--- src/rtl/ip_rx_udp_filter.sv ---
// ---------------------------------------------------------------------------
// ip_rx_udp_filter
//
// Sits between an IPv4 receive parser and the UDP receive adapter. Each
// incoming IP header is latched and tested: UDP packets addressed to this
// host are forwarded to the adapter together with their payload. Everything
// else is swallowed. The address test accepts the local unicast address, the
// limited broadcast, the subnet directed broadcast and any multicast group.
//
// Ports
//   clk, rst_n           single clock, synchronous active-low reset
//   enable               1 = accept new headers; an open packet always finishes
//   local_ip             local IPv4 address (first octet in bits [31:24])
//   subnet_mask          subnet mask, same byte order as local_ip
//   s_ip_hdr_*           upstream header handshake and header fields
//   s_ip_payload_*       upstream payload AXI-Stream (8-bit)
//   m_ip_hdr_*           downstream header handshake and registered fields
//   m_ip_payload_*       downstream payload AXI-Stream (8-bit)
//   pass_count           packets forwarded, saturating at 0xFFFF
//   drop_count           packets rejected, saturating at 0xFFFF
// ---------------------------------------------------------------------------
module ip_rx_udp_filter (
  input  logic        clk,
  input  logic        rst_n,
  input  logic        enable,
  input  logic [31:0] local_ip,
  input  logic [31:0] subnet_mask,

  input  logic        s_ip_hdr_valid,
  output logic        s_ip_hdr_ready,
  input  logic [15:0] s_ip_length,
  input  logic [7:0]  s_ip_protocol,
  input  logic [31:0] s_ip_source_ip,
  input  logic [31:0] s_ip_dest_ip,

  input  logic [7:0]  s_ip_payload_tdata,
  input  logic        s_ip_payload_tvalid,
  output logic        s_ip_payload_tready,
  input  logic        s_ip_payload_tlast,

  output logic        m_ip_hdr_valid,
  input  logic        m_ip_hdr_ready,
  output logic [15:0] m_ip_length,
  output logic [7:0]  m_ip_protocol,
  output logic [31:0] m_ip_source_ip,
  output logic [31:0] m_ip_dest_ip,

  output logic [7:0]  m_ip_payload_tdata,
  output logic        m_ip_payload_tvalid,
  input  logic        m_ip_payload_tready,
  output logic        m_ip_payload_tlast,

  output logic [15:0] pass_count,
  output logic [15:0] drop_count
);

  typedef enum logic [1:0] {
    ST_IDLE,
    ST_HDR_OUT,
    ST_PASS,
    ST_DROP
  } state_t;

  localparam logic [7:0]  PROTO_UDP = 8'd17;
  localparam logic [31:0] BCAST_ALL = 32'hFFFF_FFFF;
  localparam logic [15:0] CNT_MAX   = 16'hFFFF;

  state_t      r_state;
  logic [15:0] r_length;
  logic [7:0]  r_protocol;
  logic [31:0] r_source_ip;
  logic [31:0] r_dest_ip;
  logic [15:0] r_pass_count;
  logic [15:0] r_drop_count;

  logic w_in_idle;
  logic w_in_pass;
  logic w_in_drop;
  logic w_hdr_fire;
  logic w_dest_match;
  logic w_accept;
  logic w_pass_last;
  logic w_drop_last;

  // NOTE: every combinational signal here is a continuous assign with a value
  // on every path, so no storage (latch) can be inferred for them.
  assign w_in_idle = (r_state == ST_IDLE);
  assign w_in_pass = (r_state == ST_PASS);
  assign w_in_drop = (r_state == ST_DROP);

  // rst_n gates the ready so no header can be taken while reset is asserted.
  assign s_ip_hdr_ready = rst_n & enable & w_in_idle;
  assign w_hdr_fire     = s_ip_hdr_valid & s_ip_hdr_ready;

  // Decision is made on the incoming fields, not on the registered copy, so
  // the header can be presented downstream on the very next cycle.
  assign w_dest_match = (s_ip_dest_ip == local_ip)
                      | (s_ip_dest_ip == BCAST_ALL)
                      | (s_ip_dest_ip == (local_ip | ~subnet_mask))
                      | (s_ip_dest_ip[31:28] == 4'hE);
  assign w_accept     = (s_ip_protocol == PROTO_UDP) & w_dest_match;

  assign w_pass_last = w_in_pass & s_ip_payload_tvalid & m_ip_payload_tready
                     & s_ip_payload_tlast;
  assign w_drop_last = w_in_drop & s_ip_payload_tvalid & s_ip_payload_tlast;

  // Payload is a pure passthrough in PASS and forced quiet elsewhere, so a beat
  // that shows up before its header is held off upstream.
  assign m_ip_payload_tvalid = w_in_pass & s_ip_payload_tvalid;
  assign m_ip_payload_tdata  = w_in_pass ? s_ip_payload_tdata : 8'h00;
  assign m_ip_payload_tlast  = w_in_pass & s_ip_payload_tlast;
  assign s_ip_payload_tready = (w_in_pass & m_ip_payload_tready) | w_in_drop;

  assign m_ip_hdr_valid = (r_state == ST_HDR_OUT);
  assign m_ip_length    = r_length;
  assign m_ip_protocol  = r_protocol;
  assign m_ip_source_ip = r_source_ip;
  assign m_ip_dest_ip   = r_dest_ip;
  assign pass_count     = r_pass_count;
  assign drop_count     = r_drop_count;

  // NOTE: state is updated with non-blocking assignments so every register
  // samples the pre-edge values and the order of statements does not matter.
  always_ff @(posedge clk) begin
    if (!rst_n) begin
      // NOTE: the header registers are plain flops, not a memory, so clearing
      // them in reset is cheap and leaves the downstream fields defined.
      r_state      <= ST_IDLE;
      r_length     <= '0;
      r_protocol   <= '0;
      r_source_ip  <= '0;
      r_dest_ip    <= '0;
      r_pass_count <= '0;
      r_drop_count <= '0;
    end else begin
      case (r_state)
        ST_IDLE: begin
          if (w_hdr_fire) begin
            r_length    <= s_ip_length;
            r_protocol  <= s_ip_protocol;
            r_source_ip <= s_ip_source_ip;
            r_dest_ip   <= s_ip_dest_ip;
            if (w_accept) begin
              r_state <= ST_HDR_OUT;
            end else begin
              r_state <= ST_DROP;
              if (r_drop_count != CNT_MAX) begin
                r_drop_count <= r_drop_count + 16'd1;
              end
            end
          end
        end
        ST_HDR_OUT: begin
          if (m_ip_hdr_ready) begin
            r_state <= ST_PASS;
          end
        end
        ST_PASS: begin
          if (w_pass_last) begin
            r_state <= ST_IDLE;
            if (r_pass_count != CNT_MAX) begin
              r_pass_count <= r_pass_count + 16'd1;
            end
          end
        end
        ST_DROP: begin
          if (w_drop_last) begin
            r_state <= ST_IDLE;
          end
        end
        default: r_state <= ST_IDLE;
      endcase
    end
  end

endmodule
--- config.mk ---
export PLATFORM = sky130hd
export DESIGN_NAME = ip_rx_udp_filter
export DESIGN_NICKNAME = d
export VERILOG_FILES = /design/src/rtl/ip_rx_udp_filter.sv
export SDC_FILE = /design/constraint.sdc
export NUM_CORES = 1
export LEC_CHECK = 0
export ABC_AREA = 1
export CELL_PAD_IN_SITES_DETAIL_PLACEMENT = 1
export CELL_PAD_IN_SITES_GLOBAL_PLACEMENT = 2
export CORE_UTILIZATION = 20
export DETAILED_ROUTE_END_ITERATION = 7
export GPL_TIMING_DRIVEN = 1
export HOLD_SLACK_MARGIN = 0.1
export PLACE_DENSITY_LB_ADDON = 0.1
export RECOVER_POWER = 100
export REMOVE_ABC_BUFFERS = 1
export SYNTH_ARGS = -nofsm -noshare
export SYNTH_HDL_FRONTEND = slang
export SYNTH_SLANG_ARGS = --single-unit
export TNS_END_PERCENT = 50
--- constraint.sdc ---
create_clock -name clk -period 2.4 [get_ports clk]
set_input_delay 0.48 -clock clk [delete_from_list [all_inputs] [get_ports clk]]
set_output_delay 0.48 -clock clk [all_outputs]
set_load 0.05 [all_outputs]
; Yosys cells after proc, flatten, opt, wreduce, memory -nomap -nowiden
; Cells that the tools add are included.
[totals]
register_bits = 122
[op_classes]
n_reduce_logical = 5
addsub = 2
n_eq_ne = 14
bitwise_logic = 18
n_mux = 7
[op_table]
columns = operator, count
row1 = equality test 32 bit, 2
row2 = adder 16 x 1 -> 16 bit (second input constant), 2
row3 = equality test 32 bit (second input constant), 1
row4 = != test 16 bit (second input constant), 2
row5 = inverter 32 bit, 1
row6 = OR 32 bit, 1
row7 = AND 1 bit, 11
row8 = 2-to-1 mux 2 bit, 5
row9 = equality test 8 x 5 -> 1 bit (second input constant), 1
row10 = 2-to-1 mux 8 bit, 1
row11 = != test 2 x 1 -> 1 bit (second input constant), 4
row12 = case mux 2 bit (4 select lines), 1
row13 = AND reduction 4 bit, 2
row14 = equality test 2 bit (second input constant), 2
row15 = equality test 4 bit (second input constant), 1
row16 = OR 1 bit, 4
row17 = AND reduction 3 bit, 1
row18 = equality test 2 x 1 -> 1 bit (second input constant), 1
row19 = logical NOT 2 bit, 1
row20 = AND reduction 2 bit, 1
row21 = inverter 1 bit, 1

; Depth between registers and ports, before layout
; Gate-level depths: netlist (run 1).
[depth]
ltp_word = 9
mapped_depth = 16

; Worst setup path before layout (run 1)
; Ideal clock, no wire load.
[synth_path]
path_kind = reg2reg
from = reg r_drop_count[0], in the netlist drop_count[0]
to = reg r_drop_count[11], in the netlist drop_count[11]
setup_slack_ns = 0.223
setup_time_ns = 0.110
stages_incl_launch_ff = 14
t_arrival_ns = 2.067
path_buffers = 1
path_cell_list = dfxtp_1 -> ha_1 -> nand2_1 -> nor3_1 -> nand3_1 -> nor2_1 -> nor2_2 -> buf_4 -> nand2_1 -> inv_1 -> nand3_1 -> nand2_1 -> inv_1 -> nor2_1
[synth_via]
elab_chain_cells = 2
word_cells_on_any_way = 3
[synth_rtl]
columns = item, line_no
row1 = from (decl), 74  ; logic [15:0] r_drop_count;
row2 = from (signal assigned), 148  ; r_drop_count <= r_drop_count + 16'd1;
row3 = branches (longest 2 deep; another with adder 16 x 1 -> 16 bit), n/a
; Parallel ways; which one is timed is not known.
; A chain may end at the register's enable or synchronous reset.

; Final worst setup path (run 1)
[layout_path]
from = reg r_drop_count[10], in the netlist drop_count[10]
to = out drop_count[10]
[layout_lines]
columns = item, line_no
row1 = to (decl), 54  ; output logic [15:0] drop_count
; No word-level cell between the ends.

==> key figures, run 1 <==
Outcome
  – Status: finished, final reports clean

Synthesis
  – Post-Syn Area: 6350 um2
  – Yosys top cell area share: 0.385
  – YS warnings: 0
  – Syn Inst Count: 1,028
  – Async set-reset flop share out of synthesis: 0
  – Number of synthesized flops with an enable pin: 0
  – Leading area contributor after synthesis: dfxtp_1
  – Synth Register Bits: 122
  – Sequential area share after synthesis: 0.385
  – Top FF cell, synth: dfxtp_1
  – Avg Synthesized Cell Area: approximately 6.2 um2
  – Yosys cell types: 30
  – Largest cells by area after synthesis: dfxtp_1 38%, nand2_1 21%, nand3_1 12%

Layout
  – Fill count: 3,858
  – Most frequent cells in the layout: 351 x nand2_1, 166 x clkdlybuf4s50_1, 147 x nand3_1
  – Nets: 1,544
  – Syn-to-layout area delta: 69.2%
  – Share of post-route cells with drive strength above 1: 0.0779
  – Multi-input logic area: about 3200 um2
  – Register Area: 2440 um2
  – Diode count: 0
  – Commonest non-fill, non-tap cell in the layout: nand2_1
  – Final core occ: 0.347

Floorplan
  – Core ar.: 30,900 um2
  – Die height: 180 um
  – Die W: 180 um
  – # rows: 64
  – Starting Density: 0.205
  – IO Pins: 301
  – DIE AREA: 32,500 um2

Critical path
  – Crit path kind: reg -> out
  – Worst path max stage delay: 0.91 ns
  – Worst Path Arrival: roughly 1.8 ns
  – Internal reg-to-reg setup slack: 0.24 ns
  – Critical path buffers and inverters: 1
  – Critical path peak fanout: 6
  – Delay-heaviest family, CP: buffers and inverters
  – CP Cell Sequence: dlygate4sd3_1
  – Worst Setup End Kind: primary output
  – Max stage delay cell, worst path: dlygate4sd3_1
  – Req. time, crit path: about 1.9 ns
  – Critical Path Source Type: flop

Global route
  – Largest net degree at the start of global routing: 126
  – GR Util met3: 0.0570
  – Met2 usage in global routing: 0.282
  – Number of global-route vias before repair: 7,457
  – Initial antenna violation count: 4
  – First-pass GRT wire length: 41,500 um
  – GRT busiest layer: met2
  – Met1 Track Usage GR: 0.195
  – Grt ovf: 0
  – GRT Resource Usage Total: 0.165

Drt
  – Residual DRC: 0
  – Via count: 7,572
  – DR iter-0 viols: 290
  – Drt wl/cell: 14.9 um
  – Vias per inst: 4.25
  – Final wirelength: between 20,000 and 30,000 um
  – DRT Pass-1 Iters: 4
  – DRT antenna net count: 0

Timing
  – RSZ-0062 raised after global routing: no
  – FMAX: 442 MHz
  – Final period util: 0.942
  – Relative slew slack: 0.340
  – Final Max Slew Viols: 0
  – Min Tclk post-route: about 2.3 ns
  – Final hold violation count: 0
  – Skew final: 0.00764 ns
  – Final setup fails: 0
  – Actual slew at the worst max-slew pin: 0.991 ns

Power and ir drop
  – Leak: between 5 and 6 nW
  – Switching power: slightly below 0.002 W
  – Combinational power share: 0.223
  – Clk pwr share: 0.422
  – Internal Power: 0.00420 W
  – Worst IR drop on VDD: between 400 and 500 uV
  – PD cells: 570 nW/um2
  – Reg power frac: 0.355
  – Tot Pwr: 0.00612 W
  – Sw Ratio: 0.315

Placed design
  – # port buffers: 300
  – Routability cong.: 0.774
  – DP Wirelength: 20,200 um

Job
  – Max-cap viol count: 0

CTS
  – Clock Path Buffers: 2
  – Clk Latency, worst-skew pair: 0.43 ns
  – Cts hold-fix bufs: 0
  – CTS tree: done
  – # clock sinks: 122
  – Clk root buf: clkbuf_16
  – Htree depth: 4
  – Cts bufs inserted: 17
  – Clock transition at the registers of the reported paths: approximately 0.06 ns

Min path
  – Hold Crit Class: in -> reg
==> synthesized netlist by cell type (all sizes together), types with 14 or more instances <==
master and n:
a21oi 18, buf 16, clkbuf 23, dfxtp 122, inv 137, nand2 353
nand3 147, nand4 36, nor2 99, nor3 14, o21ai 45
==> state kept, by name, indices dropped and copies added, names as in the netlist <==
| name | count |
|---|---|
| m_ip_length | 16 |
| r_state | 2 |
| drop_count | 16 |
| pass_count | 16 |
| m_ip_dest_ip | 32 |
| m_ip_source_ip | 32 |
| m_ip_protocol | 8 |
==> what timing repair did <==
action,in CTS,in global routing
setup endpoints to repair,1,14
resized for setup,1,3
setup buffers,0,0
endpoints found under the hold margin,0,0
==> stage by stage <==
| step | hold slack, ns | setup TNS [ns] | cells | worst slack, ns | area [um2] |
|---|---|---|---|---|---|
| CTS | 0.395 | 0 | 1783 | 0.132 | 10900 |
| floorplan | 0.590 | -19.21 | 989 | -0.491 | 6190 |
| detailed placement | 0.458 | -3.87 | 1751 | -0.273 | 10400 |
| finish | 0.397 | 0 | 1783 | 0.139 | 10700 |
| global route | 0.391 | 0 | 1783 | 0.0110 | 10700 |
| global placement | 0.453 | -3.76 | 1751 | -0.285 | 10400 |
==> power groups by stage <==
stage / sequential, W / combinational (W) / clock (W)
after global placement: 0.00222 / 0.00145 / 0
after detailed placement: 0.00222 / 0.00146 / 0
final: 0.00217 / 0.00137 / 0.00258
after CTS: 0.00218 / 0.00147 / 0.00271
after global routing: 0.00218 / 0.00148 / 0.00278
after floorplan: 0.00254 / 0.000350 / 0
==> cell type report <==
cell class,count,area share
repair buffers,366,0.325
multi-input cells,730,0.300
flip-flops and latches,122,0.227
inverters,137,0.0479
well taps,396,0.0461
clock buffers,17,0.0396
clock inverters,15,0.0143
==> worst paths after layout <==
check | startpoint | to | cells after the start
max | drop_count[10] | drop_count[10] | 1
min | rst_n | pass_count[7] | 3
max reg2reg | r_state[1] | m_ip_source_ip[0] | 9
min reg2reg | m_ip_source_ip[20] | m_ip_source_ip[20] | 2
==> logic make-up (layout without fill, tap and decap cells) <==
| group | Yosys count | after routing | share of synthesized area |
|---|---|---|---|
| adder cells (fa/ha/maj) | 2 | 2 | 0.00394 |
| AO/OA/AOI/OAI | 71 | 71 | 0.0591 |
| AND/OR/NAND/NOR | 653 | 653 | 0.441 |
| XOR/XNOR | 4 | 4 | 0.00552 |
| buffers and inverters | 176 | 535 | 0.105 |
| flip-flops | 122 | 122 | 0.385 |
==> metal layers <==
metal  wire (um)  part of all wire  vias to the layer above
met5          38            0.0014                        -
met4         185            0.0070                        6
met3        1680             0.063                       15
met2       12700              0.48                      178
met1       12000              0.45                     3421
li1            -                 -                     3952
No activity file was read; power rests on OpenSTA's default activity.
==> inputs of run 2 (changes only) <==
CAP_MARGIN = 25   (was default)
MAX_ROUTING_LAYER = met4   (was default)
==> key figures, run 2 (synthesis gave the netlist of run 1 again) <==
CTS
  – Clk Latency, worst-skew pair: 0.43 ns
  – Clock transition at the registers of the reported paths: around 0.060 ns
  – Cts bufs inserted: 17
  – Cts hold-fix bufs: 0
  – # clock sinks: around 120
  – Htree depth: 4
  – Clk root buf: clkbuf_16
  – CTS tree: done
  – Clock Path Buffers: 2
  – Post-CTS Setup Bufs: 0

Power and ir drop
  – Sw Ratio: 0.314
  – PD cells: 569 nW/um2
  – Combinational power share: 0.223
  – Internal Power: 0.00420 W
  – Leak: 5.15 nW
  – Switching power: 0.00192 W
  – Reg power frac: 0.355
  – Clk pwr share: 0.422
  – Worst IR drop on VDD: 453 uV

Floorplan
  – Die W: 180 um
  – IO Pins: about 300
  – DIE AREA: 32,500 um2
  – # rows: 64
  – Starting Density: 0.205
  – Core ar.: ~30,000 um2
  – Die height: 180 um

Global route
  – Number of global-route vias before repair: 7,479
  – Grt ovf: 0
  – GRT Resource Usage Total: 0.170
  – Initial antenna violation count: 4
  – First-pass GRT wire length: 41,500 um
  – Largest net degree at the start of global routing: 126

Placed design
  – Post-place setup slack: -0.273 ns
  – Routability cong.: 0.785
  – # port buffers: 300
  – Area after DPL: 10,400 um2
  – DP Wirelength: 20,200 um

Layout
  – Share of post-route cells with drive strength above 1: 0.0779
  – Nets: 1,544
  – Commonest non-fill, non-tap cell in the layout: nand2_1
  – Syn-to-layout area delta: 69.3%
  – Design Area, Final: 10,800 um2
  – Most frequent cells in the layout: 351 x nand2_1, 166 x clkdlybuf4s50_1, 147 x nand3_1
  – Final core occ: 0.348
  – Fill count: 3,861

Timing
  – Worst Slack Setup Final: between 0.1 and 0.15 ns
  – FMAX: 443 MHz
  – Final period util: 0.941
  – Final hold violation count: 0
  – RSZ-0062 raised after global routing: no
  – Skew final: 0.00860 ns
  – Final Max Slew Viols: 0
  – Min Tclk post-route: approximately 2.3 ns
  – Setup_tns: 0 ns
  – Actual slew at the worst max-slew pin: 0.978 ns
  – Relative slew slack: 0.348
  – Final setup fails: 0

Outcome
  – Status: finished, final reports clean

Job
  – Max-cap viol count: 0

Drt
  – Drt wl/cell: ~15 um
  – Vias per inst: 4.23
  – Final wirelength: 26,600 um
  – Residual DRC: 0
  – DRT antenna net count: 0
  – DR iter-0 viols: 277
  – DRT Pass-1 Iters: 4
  – Via count: 7,567

Min path
  – Hold Crit Class: in -> reg

Critical path
  – Worst path max stage delay: 0.92 ns
  – Max stage delay cell, worst path: dlygate4sd3_1
  – Crit path kind: reg -> out
  – Worst Setup End Kind: primary output
  – Req. time, crit path: 1.92 ns
  – Critical path peak fanout: 6
  – CP Cell Sequence: dlygate4sd3_1
  – Worst Path Arrival: 1.78 ns
  – Critical Path Source Type: flop
  – Critical path buffers and inverters: 1
  – Delay-heaviest family, CP: buffers and inverters
[run 2: through the flow]
stage | hold slack, ns | power [W] | cells
final | 0.397 | 0.00612 | 1787
after global routing | 0.392 | 0.00645 | 1787
after CTS | 0.395 | 0.00635 | 1783
after detailed placement | 0.458 | 0.00368 | 1751
after global placement | 0.453 | 0.00367 | 1751
after floorplan | 0.590 | 0.00289 | 989
[run 2: worst min-delay path, stage by stage]
cell    delay (ns)
buf_4         0.11
inv_2         0.09
nor2_1        0.10
[run 2: routing by layer]
layer  GRT usage  vias up  share of wire
li1            -     3959              -
met1       0.194     3425           0.45
met2       0.282      173           0.48
met3      0.0578       10          0.063
met4      0.0421        0         0.0068
met5           -        -              0
[run 2: power groups by stage]
stage / registers (W) / clock network (W) / logic (W)
3_3_place_gp: 0.00222 / 0 / 0.00145
3_5_place_dp: 0.00222 / 0 / 0.00146
4_1_cts: 0.00218 / 0.00271 / 0.00147
5_1_grt: 0.00218 / 0.00278 / 0.00148
6_report: 0.00217 / 0.00258 / 0.00136
2_1_floorplan: 0.00254 / 0 / 0.000350
[run 2: final cells by class]
cell class	instances	area, um2	share of cell area
Sequential cell	122	2440	0.227
Tap cell	396	495	0.0461
Clock inverter	15	154	0.0143
Timing Repair Buffer	366	3490	0.324
Multi-Input combinational cell	730	3220	0.300
Clock buffer	17	425	0.0396
Inverter	137	514	0.0478
Antenna cell	4	10.0	0.000931
[run 2: final timing paths]
| check | from | to | slack (ns) | cells past startpoint |
|---|---|---|---|---|
| setup / recovery | pass_count[10] | pass_count[10] | 0.14 | 1 |
| hold / removal | rst_n | pass_count[7] | 0.40 | 3 |
| setup reg to reg | r_state[1] | m_ip_source_ip[23] | 0.26 | 9 |
| hold reg to reg | m_ip_source_ip[20] | m_ip_source_ip[20] | 0.46 | 2 |
[run 2: repair_timing]
action	4_1_cts	5_1_grt
setup endpoints to repair	1	14
gates cloned	0	0
resized for setup	1	3
hold endpoints to repair	0	0
==> inputs of run 3 (changes only) <==
CELL_PAD_IN_SITES_DETAIL_PLACEMENT = 0   (was 1)
CELL_PAD_IN_SITES_GLOBAL_PLACEMENT = 1   (was 2)
CORE_UTILIZATION = 27   (was 20)
==> key figures, run 3 (synthesis gave the netlist of run 1 again) <==
Global route
  – Number of global-route vias before repair: 6,913
  – Initial antenna violation count: 1
  – Largest net degree at the start of global routing: 115
  – First-pass GRT wire length: 35,600 um
  – GRT Resource Usage Total: 0.194
  – Grt ovf: 0

Drt
  – Final wirelength: ~23,000 um
  – Via count: 7,304
  – DR iter-0 viols: ~320
  – DRT Pass-1 Iters: 5
  – Vias per inst: 4.36
  – Residual DRC: 0
  – Drt wl/cell: ~14 um
  – DRT antenna net count: 0

Timing
  – Actual slew at the worst max-slew pin: 0.635 ns
  – Relative slew slack: 0.575
  – Final setup fails: 0
  – RSZ-0062 raised after global routing: no
  – Final hold violation count: 0
  – Min Tclk post-route: 2.26 ns
  – FMAX: 443 MHz
  – Final period util: 0.941
  – Final Max Slew Viols: 0
  – Worst Hold Margin: 0.408 ns
  – Worst Slack Setup Final: 0.140 ns
  – Skew final: 0.0136 ns

Layout
  – Register Area: between 2000 and 2500 um2
  – Fill count: ~2,500
  – Nets: 1,519
  – Multi-input logic area: 3220 um2
  – Final core occ: 0.456
  – Share of post-route cells with drive strength above 1: 0.0580
  – Most frequent cells in the layout: 351 x nand2_1, 166 x clkdlybuf4s50_1, 147 x nand3_1
  – Syn-to-layout area delta: 64.2%
  – Design Area, Final: 10,400 um2
  – Commonest non-fill, non-tap cell in the layout: nand2_1

Min path
  – Hold Crit Class: in -> reg

Placed design
  – Post-place setup slack: -0.191 ns
  – Routability cong.: 0.810
  – Area after DPL: 10,000 um2
  – DP Wirelength: ~17,000 um
  – # port buffers: 300

Critical path
  – Max stage delay cell, worst path: dlygate4sd3_1
  – Worst path max stage delay: between 0.9 and 1 ns
  – Critical path peak fanout: 6
  – Crit path kind: reg -> out
  – Critical Path Source Type: flop
  – Req. time, crit path: 1.92 ns
  – Worst Path Arrival: between 1.5 and 2 ns
  – Critical path buffers and inverters: 1
  – Worst Setup End Kind: primary output
  – Delay-heaviest family, CP: buffers and inverters
  – CP Cell Sequence: dlygate4sd3_1

Floorplan
  – # rows: 55
  – Starting Density: 0.278
  – DIE AREA: 24,100 um2
  – Core ar.: 22,800 um2
  – Die height: 155 um
  – IO Pins: roughly 300
  – Die W: 155 um

CTS
  – Clock Path Buffers: 2
  – # clock sinks: 122
  – Clk Latency, worst-skew pair: ~0.42 ns
  – Cts hold-fix bufs: 0
  – CTS tree: done
  – Clock transition at the registers of the reported paths: 0.06 ns
  – Clk root buf: clkbuf_16
  – Cts bufs inserted: 17
  – Htree depth: 4

Power and ir drop
  – PD cells: about 580 nW/um2
  – Sw Ratio: 0.319
  – Internal Power: 0.00414 W
  – Worst IR drop on VDD: 398 uV
  – Leak: 5.02 nW
  – Combinational power share: 0.216
  – Switching power: ~0.0019 W
  – Clk pwr share: 0.428
  – Reg power frac: 0.356

Job
  – Max-cap viol count: 0

Outcome
  – Status: finished, final reports clean
## run 3: metal layers
metal | global-route usage | wire [um] | share of wire
met1 | 0.227 | 9950 | 0.44
met2 | 0.321 | 10800 | 0.48
met3 | 0.0604 | 1720 | 0.076
met4 | 0.0523 | 214 | 0.0094
met5 | - | 0 | 0
## run 3: cell type report
type,count,share of cell area
repair buffers,341,0.313
multi-input cells,730,0.309
flip-flops and latches,122,0.234
inverters,137,0.0493
clock buffers,18,0.0421
well taps,313,0.0376
clock inverters,14,0.0145
diodes,1,0.000240
## run 3: metrics by stage
stage	total power, W	TNS (ns)	instances
2_1_floorplan	0.00289	-19.21	989
3_3_place_gp	0.00362	-2.62	1643
4_1_cts	0.00627	0	1675
3_5_place_dp	0.00362	-2.80	1643
5_1_grt	0.00637	0	1676
6_report	0.00609	0	1676
## run 3: power by group through the flow
stage	clock network [W]	logic, W	registers, W
2_1_floorplan	0	0.000350	0.00254
6_report	0.00261	0.00131	0.00217
5_1_grt	0.00277	0.00142	0.00218
4_1_cts	0.00268	0.00141	0.00217
3_3_place_gp	0	0.00140	0.00222
3_5_place_dp	0	0.00140	0.00222
## run 3: worst paths after layout
kind,slack (ns),to,start,cells past startpoint
setup / recovery,0.14,drop_count[11],drop_count[11],1
hold / removal,0.41,pass_count[7],rst_n,3
setup reg to reg,0.31,m_ip_protocol[7],r_state[1],8
hold reg to reg,0.46,m_ip_length[13],m_ip_length[13],2
## run 3: repair_timing
action	in CTS	in global routing
endpoints found under the setup margin	0	12
gates resized for setup	0	2
buffers inserted	0	0
